`src/rtl/spimem_scheduler.sv`:
```
// spimem_scheduler: round-robin arbiter and Wishbone master that shares the
// SPI flash reader between N_REQ requesters. A granted job programs
// READ_ADDR, READ_LENGTH and CONTROL.start, then polls CONTROL.busy until the
// reader finishes. The job reports done (and err when flagged) to its owner.
module spimem_scheduler #(
  parameter int                         N_REQ           = 2,
  parameter int                         ADDRESS_WIDTH   = 16,
  parameter int                         DATA_WIDTH      = 32,
  parameter int                         LEN_WIDTH       = 9,
  parameter int                         MAX_LEN         = 256,
  parameter logic [ADDRESS_WIDTH-1:0]   SPIMEM_BASE     = '0,
  parameter int                         REG_CONTROL     = 0,
  parameter int                         REG_READ_ADDR   = 1,
  parameter int                         REG_READ_LENGTH = 2,
  parameter int                         POLL_GAP        = 8,
  parameter int                         ACK_TIMEOUT     = 64,
  parameter int                         BUSY_TIMEOUT    = 65535
) (
  input  logic                          clk_i,
  input  logic                          rst_i,
  input  logic [N_REQ-1:0]              req_i,
  input  logic [N_REQ*32-1:0]           addr_i,
  input  logic [N_REQ*LEN_WIDTH-1:0]    len_i,
  output logic [N_REQ-1:0]              gnt_o,
  output logic [N_REQ-1:0]              done_o,
  output logic [N_REQ-1:0]              err_o,
  output logic [ADDRESS_WIDTH-1:0]      adr_o,
  output logic [DATA_WIDTH-1:0]         dat_o,
  input  logic [DATA_WIDTH-1:0]         dat_i,
  output logic                          we_o,
  output logic [DATA_WIDTH/8-1:0]       sel_o,
  output logic                          stb_o,
  output logic                          cyc_o,
  input  logic                          ack_i,
  output logic [2:0]                    cti_o,
  output logic                          busy_o
);

  localparam int PTR_W = (N_REQ > 1) ? $clog2(N_REQ) : 1;
  localparam int ACK_W = $clog2(ACK_TIMEOUT + 1);
  localparam int GAP_W = $clog2(POLL_GAP + 1);
  localparam int BSY_W = $clog2(BUSY_TIMEOUT + 1);

  localparam logic [ADDRESS_WIDTH-1:0] ADR_CTRL = ADDRESS_WIDTH'(SPIMEM_BASE + REG_CONTROL);
  localparam logic [ADDRESS_WIDTH-1:0] ADR_ADDR = ADDRESS_WIDTH'(SPIMEM_BASE + REG_READ_ADDR);
  localparam logic [ADDRESS_WIDTH-1:0] ADR_LEN  = ADDRESS_WIDTH'(SPIMEM_BASE + REG_READ_LENGTH);

  localparam logic [LEN_WIDTH:0] MAX_LEN_C = (LEN_WIDTH + 1)'(MAX_LEN);
  localparam logic [ACK_W-1:0]   ACK_LAST  = ACK_W'(ACK_TIMEOUT - 1);
  localparam logic [GAP_W-1:0]   GAP_LAST  = GAP_W'(POLL_GAP - 1);
  localparam logic [BSY_W-1:0]   BSY_LAST  = BSY_W'(BUSY_TIMEOUT - 1);

  typedef enum logic [2:0] {
    S_IDLE,
    S_GRANT,
    S_WR_ADDR,
    S_WR_LEN,
    S_WR_CTRL,
    S_POLL_RD,
    S_POLL_WAIT,
    S_DONE
  } state_t;

  // State and job registers
  state_t                     r_state;
  logic [PTR_W-1:0]           r_ptr;
  logic [N_REQ-1:0]           r_gnt;
  logic [31:0]                r_addr;
  logic [LEN_WIDTH-1:0]       r_len;
  logic                       r_err;
  // Bus registers (stb always mirrors cyc)
  logic                       r_cyc;
  logic                       r_we;
  logic [ADDRESS_WIDTH-1:0]   r_adr;
  logic [DATA_WIDTH-1:0]      r_dat;
  // Counters
  logic [ACK_W-1:0]           r_ack_cnt;
  logic [GAP_W-1:0]           r_gap_cnt;
  logic [BSY_W-1:0]           r_busy_cnt;

  // Next-state values
  state_t                     w_state_next;
  logic [PTR_W-1:0]           w_ptr_next;
  logic [N_REQ-1:0]           w_gnt_next;
  logic [31:0]                w_addr_next;
  logic [LEN_WIDTH-1:0]       w_len_next;
  logic                       w_err_next;
  logic                       w_cyc_next;
  logic                       w_we_next;
  logic [ADDRESS_WIDTH-1:0]   w_adr_next;
  logic [DATA_WIDTH-1:0]      w_dat_next;
  logic [ACK_W-1:0]           w_ack_cnt_next;
  logic [GAP_W-1:0]           w_gap_cnt_next;
  logic [BSY_W-1:0]           w_busy_cnt_next;

  // Arbiter and write-phase helpers
  logic                       w_pick_valid;
  logic [PTR_W-1:0]           w_pick_idx;
  int                         w_scan;
  logic [ADDRESS_WIDTH-1:0]   w_wr_adr;
  logic [DATA_WIDTH-1:0]      w_wr_dat;
  state_t                     w_wr_next;
  logic                       w_ack_expired;
  logic                       w_busy_expired;

  // Round-robin search: scan from farthest to nearest so the requester
  // closest after the pointer is the last (winning) assignment.
  always_comb begin
    w_pick_valid = 1'b0;
    w_pick_idx   = '0;
    w_scan       = 0;
    for (int i = N_REQ; i >= 1; i--) begin
      w_scan = int'(r_ptr) + i;
      if (w_scan >= N_REQ) begin
        w_scan = w_scan - N_REQ;
      end
      if (req_i[w_scan[PTR_W-1:0]]) begin
        w_pick_valid = 1'b1;
        w_pick_idx   = w_scan[PTR_W-1:0];
      end
    end
  end

  // Register address, write data and successor for the current write state
  always_comb begin
    w_wr_adr  = ADR_ADDR;
    w_wr_dat  = DATA_WIDTH'(r_addr);
    w_wr_next = S_WR_LEN;
    case (r_state)
      S_WR_LEN: begin
        w_wr_adr  = ADR_LEN;
        w_wr_dat  = DATA_WIDTH'(r_len);
        w_wr_next = S_WR_CTRL;
      end
      S_WR_CTRL: begin
        w_wr_adr  = ADR_CTRL;
        w_wr_dat  = DATA_WIDTH'(1);
        w_wr_next = S_POLL_RD;
      end
      default: ;
    endcase
  end

  assign w_ack_expired  = r_cyc && !ack_i && (r_ack_cnt == ACK_LAST);
  assign w_busy_expired = (r_busy_cnt == BSY_LAST);

  // Next-state and next-bus logic
  always_comb begin
    w_state_next    = r_state;
    w_ptr_next      = r_ptr;
    w_gnt_next      = r_gnt;
    w_addr_next     = r_addr;
    w_len_next      = r_len;
    w_err_next      = r_err;
    w_cyc_next      = r_cyc;
    w_we_next       = r_we;
    w_adr_next      = r_adr;
    w_dat_next      = r_dat;
    w_ack_cnt_next  = r_ack_cnt;
    w_gap_cnt_next  = r_gap_cnt;
    w_busy_cnt_next = r_busy_cnt;

    case (r_state)
      S_IDLE: begin
        if (w_pick_valid) begin
          w_state_next = S_GRANT;
          w_gnt_next   = N_REQ'(1) << w_pick_idx;
          w_ptr_next   = w_pick_idx;
          w_addr_next  = addr_i[int'(w_pick_idx)*32 +: 32];
          w_len_next   = len_i[int'(w_pick_idx)*LEN_WIDTH +: LEN_WIDTH];
          w_err_next   = 1'b0;
        end
      end

      S_GRANT: begin
        if (r_len == '0) begin
          w_state_next = S_DONE;
        end else if ({1'b0, r_len} > MAX_LEN_C) begin
          w_err_next   = 1'b1;
          w_state_next = S_DONE;
        end else begin
          w_state_next = S_WR_ADDR;
        end
      end

      S_WR_ADDR, S_WR_LEN, S_WR_CTRL: begin
        if (!r_cyc) begin
          // Open the access; everything stays frozen until ack or timeout.
          w_cyc_next     = 1'b1;
          w_we_next      = 1'b1;
          w_adr_next     = w_wr_adr;
          w_dat_next     = w_wr_dat;
          w_ack_cnt_next = '0;
        end else if (ack_i) begin
          w_cyc_next   = 1'b0;
          w_we_next    = 1'b0;
          w_state_next = w_wr_next;
          if (r_state == S_WR_CTRL) begin
            w_busy_cnt_next = '0;
          end
        end else if (w_ack_expired) begin
          w_cyc_next   = 1'b0;
          w_we_next    = 1'b0;
          w_err_next   = 1'b1;
          w_state_next = S_DONE;
        end else begin
          w_ack_cnt_next = r_ack_cnt + 1'b1;
        end
      end

      S_POLL_RD: begin
        if (w_busy_expired) begin
          w_cyc_next   = 1'b0;
          w_we_next    = 1'b0;
          w_err_next   = 1'b1;
          w_state_next = S_DONE;
        end else begin
          w_busy_cnt_next = r_busy_cnt + 1'b1;
          if (!r_cyc) begin
            w_cyc_next     = 1'b1;
            w_we_next      = 1'b0;
            w_adr_next     = ADR_CTRL;
            w_dat_next     = '0;
            w_ack_cnt_next = '0;
          end else if (ack_i) begin
            w_cyc_next = 1'b0;
            if (dat_i[0]) begin
              w_gap_cnt_next = '0;
              w_state_next   = S_POLL_WAIT;
            end else begin
              w_state_next = S_DONE;
            end
          end else if (w_ack_expired) begin
            w_cyc_next   = 1'b0;
            w_err_next   = 1'b1;
            w_state_next = S_DONE;
          end else begin
            w_ack_cnt_next = r_ack_cnt + 1'b1;
          end
        end
      end

      S_POLL_WAIT: begin
        if (w_busy_expired) begin
          w_err_next   = 1'b1;
          w_state_next = S_DONE;
        end else begin
          w_busy_cnt_next = r_busy_cnt + 1'b1;
          if (r_gap_cnt == GAP_LAST) begin
            // Launch the next read directly so the idle gap is exactly POLL_GAP.
            w_state_next   = S_POLL_RD;
            w_cyc_next     = 1'b1;
            w_we_next      = 1'b0;
            w_adr_next     = ADR_CTRL;
            w_dat_next     = '0;
            w_ack_cnt_next = '0;
          end else begin
            w_gap_cnt_next = r_gap_cnt + 1'b1;
          end
        end
      end

      S_DONE: begin
        w_cyc_next   = 1'b0;
        w_we_next    = 1'b0;
        w_gnt_next   = '0;
        w_state_next = S_IDLE;
      end

      default: begin
        w_state_next = S_IDLE;
        w_cyc_next   = 1'b0;
        w_we_next    = 1'b0;
        w_gnt_next   = '0;
      end
    endcase
  end

  // State register with asynchronous active-low reset
  always_ff @(posedge clk_i or negedge rst_i) begin
    if (!rst_i) begin
      r_state    <= S_IDLE;
      r_ptr      <= PTR_W'(N_REQ - 1);
      r_gnt      <= '0;
      r_addr     <= '0;
      r_len      <= '0;
      r_err      <= 1'b0;
      r_cyc      <= 1'b0;
      r_we       <= 1'b0;
      r_adr      <= '0;
      r_dat      <= '0;
      r_ack_cnt  <= '0;
      r_gap_cnt  <= '0;
      r_busy_cnt <= '0;
    end else begin
      r_state    <= w_state_next;
      r_ptr      <= w_ptr_next;
      r_gnt      <= w_gnt_next;
      r_addr     <= w_addr_next;
      r_len      <= w_len_next;
      r_err      <= w_err_next;
      r_cyc      <= w_cyc_next;
      r_we       <= w_we_next;
      r_adr      <= w_adr_next;
      r_dat      <= w_dat_next;
      r_ack_cnt  <= w_ack_cnt_next;
      r_gap_cnt  <= w_gap_cnt_next;
      r_busy_cnt <= w_busy_cnt_next;
    end
  end

  assign gnt_o  = r_gnt;
  assign done_o = (r_state == S_DONE) ? r_gnt : '0;
  assign err_o  = ((r_state == S_DONE) && r_err) ? r_gnt : '0;
  assign adr_o  = r_adr;
  assign dat_o  = r_dat;
  assign we_o   = r_we;
  assign stb_o  = r_cyc;
  assign cyc_o  = r_cyc;
  assign sel_o  = '1;
  assign cti_o  = 3'b000;
  assign busy_o = (r_state != S_IDLE);

endmodule
```
`config.mk`:
```
export PLATFORM = sky130hd
export DESIGN_NAME = spimem_scheduler
export DESIGN_NICKNAME = d
export VERILOG_FILES = /design/src/rtl/spimem_scheduler.sv
export SDC_FILE = /design/constraint.sdc
export NUM_CORES = 1
export LEC_CHECK = 0
export CAP_MARGIN = 30
export CORE_AREA = 2 2 119 121
export DETAILED_ROUTE_END_ITERATION = 12
export DIE_AREA = 0 0 121 123
export HOLD_SLACK_MARGIN = 0.1
export PLACE_DENSITY = 0.87
export SYNTH_ARGS = -nofsm -noshare
export SYNTH_HDL_FRONTEND = slang
export SYNTH_SLANG_ARGS = --single-unit
```
`constraint.sdc`:
```
create_clock -name clk_i -period 2.6 [get_ports clk_i]
set_input_delay 0.52 -clock clk_i [delete_from_list [all_inputs] [get_ports clk_i]]
set_output_delay 0.52 -clock clk_i [all_outputs]
set_load 0.01 [all_outputs]
```
==> reports/results.ini, run 1 <==
[run_status]
status = complete, no violations

[floorplanning]
pin_count = 184
initial_utilization = 0.443
dieArea_um2 = 14900
num_rows = 43
die-width_um = 121
die_h_um = 123
core_um2 = 13600

[place]
place_ws_ps = 183
hpwlAfterDp_um = 10300
port-buffer-count = 131
gp_congestion = 0.926

[global_route]
grt_pass1_wl_um = 23200
overflow = 0
antenna_found_initial = 0
grt_max_degree = 60
grt.total_usage = 0.194
grt_pass1_vias = 4847

[power_and_ir_drop]
p_switching_mw = 3.48
peakVddDrop_uv = 604
seqPwrFrac = 0.344
pwr-share-comb = 0.498
swShare = 0.395
cellPowerDensity_nw_per_um2 = 1110
totalPowerFinal_mw = 8.79
cell_internal_pwr_mw = 5.32
p_leak_nw = 3.47
power.share.clock = 0.159

[timing]
hold_ws_ps = 225
min_period_ps = 2480
finalClockSkew_ps = 11.9
hold_violations = 0
rsz0062_at_grt = false
final.setup.tns_ps = 0
fin_crit_sh = 0.953
fmax_mhz = 403
maxSlewViolCount = 0
setup_viol = 0
maxSlewHeadroom = 0.377
tightest_slew_ps = 930
fin_ws_ps = 121

[cts]
h-tree-depth = 3
clk_path_buf_depth = 2
cts-buffers-inserted = 9
cts.sinks = 111
postCtsSetupRepairBufs = 0
cts_tree = done
postCtsHoldBufs = 0
clk_latency_ps = 360
clk_pin_slew_worst_paths_ps = 80
root_buffer = clkbuf_16

[yosys]
seq_area_frac_synth = 0.461
yosysUniqueCellTypes = 59
yosys_warnings = 0
synth_flop_cell = dfrtp_1
syn_area_um2 = 6030
synth_most_common_cell = dfrtp_1
ys_seq_elements = 111
avgSynthCellArea_um2 = 9.52
synth_edf_count = 0
synth.top_cells.by_count = dfrtp_1 (110), mux2i_1 (75), nor2_1 (66)
synth_top_cell_by_area = dfrtp_1
synth-async-reset-ratio = 1.00
synth_top_area_frac = 0.457
syn_inst = 633
yosys-top-cells-area = dfrtp_1 (46%), mux2i_1 (12%), a21oi_1 (4.4%)

[detailed_routing]
drt_iter0_markers = 250
dr.pass1.iters = 4
drc = 0
wl_per_cell_um = 14.7
final_antenna_net_count = 0
routed_wl_um = 14000
vias = 5019
viasPerCell = 5.29

[finish]
n_antenna_cell = 0
drive_gt1_frac = 0.0924
nNetsFinal = 888
areaGrowthSynthToFinish_pct = 31.4

[worst_setup_path]
cp-start-kind = register
cp-end-kind = register
path_max_fanout = 19
required_ps = 2840
path_class = register to register
cp.arrival_ps = 2720

[min_path]
min_path_type = input pin to async pin

[flow_run]
cap_violations = 0

[power groups by stage]
| stage | registers [mW] | clock network, mW | logic (mW) |
|---|---|---|---|
| 2_1_floorplan | 2.98 | 0 | 2.79 |
| 3_3_place_gp | 3.00 | 0 | 4.19 |
| 3_5_place_dp | 3.03 | 0 | 4.38 |
| 4_1_cts | 3.01 | 1.41 | 4.40 |
| 5_1_grt | 3.11 | 1.48 | 4.83 |
| 6_report | 3.02 | 1.40 | 4.38 |
[logic make-up after synthesis]
| logic type | count (synthesis) | share of synthesized area |
|---|---|---|
| buffers and inverters | 96 | 0.0764 |
| AND/OR/NAND/NOR | 195 | 0.152 |
| flip-flops | 111 | 0.461 |
| other | 2 | 0.00125 |
| XOR/XNOR | 8 | 0.0116 |
| multiplexers | 87 | 0.151 |
| adder cells (fa/ha/maj) | 6 | 0.0125 |
| AO/OA/AOI/OAI | 128 | 0.134 |
[registers in the layout (all words and copies together), names as in the netlist]
| register | flops |
|---|---|
| dat_o | 32 |
| r_addr | 32 |
| r_busy_cnt | 16 |
| r_len | 9 |
| r_ack_cnt | 7 |
| r_gap_cnt | 4 |
| r_state | 3 |
| adr_o | 2 |
| gnt_o | 2 |
| cyc_o | 1 |
| r_err | 1 |
| r_ptr | 1 |
| we_o | 1 |
[per-layer routing]
metal | part of all wire | track usage | vias up
met5 | 0 | 0 | -
met4 | 0.016 | 0.0589 | 0
met3 | 0.063 | 0.0438 | 19
met2 | 0.50 | 0.328 | 166
met1 | 0.42 | 0.250 | 2393
li1 | - | - | 2441
[path summary, 6_finish.rpt]
| path | cells past startpoint | endpoint | slack [ps] | from |
|---|---|---|---|---|
| setup / recovery | 5 | dat_o[7]$_DFFE_PN0P_ | 120 | r_busy_cnt[8]$_DFFE_PN0P_ |
| hold / removal | 1 | r_busy_cnt[12]$_DFFE_PN0P_ | 220 | rst_i |
| setup reg to reg | 5 | dat_o[7]$_DFFE_PN0P_ | 120 | r_busy_cnt[8]$_DFFE_PN0P_ |
| hold reg to reg | 1 | r_ack_cnt[0]$_DFFE_PN0P_ | 520 | r_ack_cnt[0]$_DFFE_PN0P_ |
| max in group asynchronous | 2 | r_ptr$_DFFE_PN1P_ | 1640 | rst_i |
| min in group clk_i | 1 | r_ack_cnt[0]$_DFFE_PN0P_ | 520 | r_ack_cnt[0]$_DFFE_PN0P_ |
[metrics by stage]
stage / area [um2] / utilization / cells
2_1_floorplan: 6100 / - / 652
3_3_place_gp: 7590 / 0.558 / 931
3_5_place_dp: 7610 / 0.559 / 932
4_1_cts: 7910 / 0.581 / 948
5_1_grt: 7920 / 0.581 / 948
6_report: 7920 / 0.581 / 948
[area by class of cell]
| type | instances | area [um2] |
|---|---|---|
| Tap cell | 180 | 225 |
| Multi-Input combinational cell | 445 | 2890 |
| Clock inverter | 7 | 72.6 |
| Timing Repair Buffer | 160 | 1580 |
| Clock buffer | 9 | 225 |
| Inverter | 36 | 136 |
| Fill cell | 1099 | 5700 |
| Sequential cell | 111 | 2780 |
[layout by cell type, fill, tap and decap left out, types with 9 or more instances in the layout]
master	instances
clkbuf_16	9
a21oi_1	53
nor2_1	64
clkdlybuf4s50_1	130
o21ai_0	20
conb_1	21
buf_4	25
inv_1	35
nand2_1	58
dfrtp_1	109
mux2i_1	75
nand3_1	13
o22ai_1	13
[critical path: stages, from the launching register on]
cell      delay (ps)
dfrtp_1          450
nand4_1          180
or4_1            710
o21ai_2          250
o211ai_4         340
mux2_4           420
[what timing repair did]
item	in CTS	in global routing
gates resized for setup	2	2
pin swaps	0	0
setup endpoints to repair	4	5
Note: power is estimated with default switching activity, not from simulation.
==> inputs of run 2 (changes only) <==
Settings changed: CORE_AREA 2 2 119 121 to 2 2 98 147, DIE_AREA 0 0 121 123 to 0 0 100 149.
==> run 2 against run 1 <==
Hold slack worse by 82 ps; register-to-register slack better by 90 ps; first-iteration DRC count up 61%; total power down 0.95%; largest power group unchanged; global-route usage up 1.0 points; die area up 0.11%; flip-flop and latch count unchanged; worst setup slack worse by 23 ps; non-clock buffer count down 4; maximum frequency down 0.91%; routed wire length up 4.2%.
==> reports/results.ini, run 2 (synthesized netlist as in run 1, its figures left out) <==
[run_status]
status = complete, no violations

[detailed_routing]
routed_wl_um = 14600  ; +4.2%
drt_iter0_markers = 402  ; +61%
drc = 0  ; unchanged
dr.pass1.iters = 5  ; +1
vias = 5025  ; +0.12%
viasPerCell = 5.41  ; +2.2%
final_antenna_net_count = 0  ; unchanged
wl_per_cell_um = 15.7  ; +6.3%

[finish]
nNetsFinal = 884  ; -0.45%
instances_no_fill = 929  ; -2.0%
layout_commonest_cell = clkdlybuf4s50_1
final_cell_mix = clkdlybuf4s50_1 (130), dfrtp_1 (109), mux2i_1 (75)
fillers = 1150  ; +4.6%
areaGrowthSynthToFinish_pct = 30.3
drive_gt1_frac = 0.0864  ; -0.00606
n_antenna_cell = 0  ; unchanged

[timing]
min_period_ps = 2500  ; +22.6 ps
final.setup.tns_ps = 0  ; unchanged
tightest_slew_ps = 770  ; -160 ps
fin_crit_sh = 0.962  ; +0.00871
setup_viol = 0  ; unchanged
fmax_mhz = 400  ; -0.91%
fin_ws_ps = 98.6  ; -22.6 ps
maxSlewHeadroom = 0.485  ; +0.107
maxSlewViolCount = 0  ; unchanged
finalClockSkew_ps = 10.4  ; -1.54 ps
hold_ws_ps = 143  ; -82.0 ps
rsz0062_at_grt = false
hold_violations = 0  ; unchanged

[cts]
cts.sinks = 111  ; unchanged
cts-buffers-inserted = 9  ; unchanged
clk_latency_ps = 350  ; about the same
clk_pin_slew_worst_paths_ps = 80  ; about the same
cts_tree = done
h-tree-depth = 3  ; unchanged
clk_path_buf_depth = 2  ; unchanged
root_buffer = clkbuf_16
postCtsHoldBufs = 0  ; unchanged

[worst_setup_path]
crit_path_end = busy_o
cp-start-kind = register
path_max_fanout = 38  ; +19
r2r_end = dat_o[21]$_DFFE_PN0P_
r2r-start = r_busy_cnt[8]$_DFFE_PN0P_
ff2ff_path_depth = 6  ; +1
cp.arrival_ps = 1980  ; -740 ps
reg2reg_setup_slack_ps = 210  ; +90 ps
required_ps = 2080  ; -760 ps
path_class = register to primary output
cp-end-kind = primary output
startpoint = r_state[2]$_DFFE_PN0P_

[floorplanning]
initial_utilization = 0.437  ; -0.00582
dieArea_um2 = 14900  ; +0.11%
num_rows = 53  ; +23%
core_um2 = 13800  ; +1.3%
die-width_um = 100  ; -17%
pin_count = 184  ; unchanged
die_h_um = 149  ; +21%

[global_route]
grt.total_usage = 0.205  ; +0.0105
antenna_found_initial = 0  ; unchanged
overflow = 0  ; unchanged
grt_max_degree = 65  ; +8.3%
grt_pass1_wl_um = 24400  ; +5.1%
grt_pass1_vias = 5087  ; +5.0%

[power_and_ir_drop]
totalPowerFinal_mw = 8.71  ; -0.95%
pwr-share-comb = 0.497  ; about the same
peakVddDrop_uv = 659  ; +9.1%
power.share.clock = 0.157  ; -0.002
cell_internal_pwr_mw = 5.23  ; -1.6%
seqPwrFrac = 0.345  ; about the same
swShare = 0.399  ; +0.00403
p_switching_mw = 3.48  ; about the same
cellPowerDensity_nw_per_um2 = 1110  ; -0.13%
p_leak_nw = 3.44  ; -0.79%

[place]
hpwlAfterDp_um = 10700  ; +3.8%
port-buffer-count = 131  ; unchanged
place_ws_ps = 202  ; +18.7 ps
dp_cells = 913  ; -2.0%
gp_congestion = 0.853  ; -7.9%

[min_path]
min_path_type = input pin to async pin

[flow_run]
cap_violations = 0  ; unchanged

-- run 2: what timing repair did --
| action | in CTS | in global routing |
|---|---|---|
| endpoints found under the setup margin | 4 | 4 |
| hold endpoints to repair | 0 | 0 |
| pin swaps | 0 | 0 |
| resized for setup | 2 | 2 |
| buffers inserted | 0 | 0 |
-- run 2: critical path: stages (launching register included) --
cell and delay [ps]:
dfrtp_1 420, buf_4 390, nor3_1 120, inv_1 130, clkdlybuf4s50_1 570
-- run 2: area by class of cell --
type	instances	area, um2	area share
clock buffers	9	225	0.0287
flip-flops and latches	111	2780	0.354
clock inverters	7	73.8	0.00940
inverters	36	139	0.0177
repair buffers	156	1530	0.195
multi-input cells	445	2890	0.368
well taps	165	206	0.0263
-- run 2: routing by layer --
layer  global-route usage  share of wire  vias up
li1                     -              -     2424
met1                0.238           0.38     2412
met2                0.364           0.54      158
met3               0.0328          0.049       31
met4               0.0993          0.030        0
met5                    0              0        -
-- run 2: per-stage QoR --
step	util	area, um2
6_report	0.569	7850
3_5_place_dp	0.547	7540
4_1_cts	0.568	7840
3_3_place_gp	0.547	7540
2_1_floorplan	-	6100
5_1_grt	0.569	7850
-- run 2: how the worst min path moves through the flow --
stage	cells past startpoint	end	slack, ps	startpoint
after CTS	1	adr_o[1]$_DFFE_PN0P_	170	rst_i
after detailed placement	1	r_ack_cnt[0]$_DFFE_PN0P_	500	r_ack_cnt[0]$_DFFE_PN0P_
final	1	adr_o[1]$_DFFE_PN0P_	140	rst_i
after floorplan	0	adr_o[0]$_DFFE_PN0P_	220	rst_i
after global placement	1	adr_o[0]$_DFFE_PN0P_	490	adr_o[0]$_DFFE_PN0P_
after global routing	1	adr_o[1]$_DFFE_PN0P_	180	rst_i
-- run 2: power by group through the flow --
stage	clock, mW	sequential, mW	combinational, mW
6_report	1.37	3.01	4.33
5_1_grt	1.46	3.10	4.79
4_1_cts	1.38	3.00	4.36
3_5_place_dp	0	3.02	4.32
3_3_place_gp	0	2.98	4.18
2_1_floorplan	0	2.98	2.79
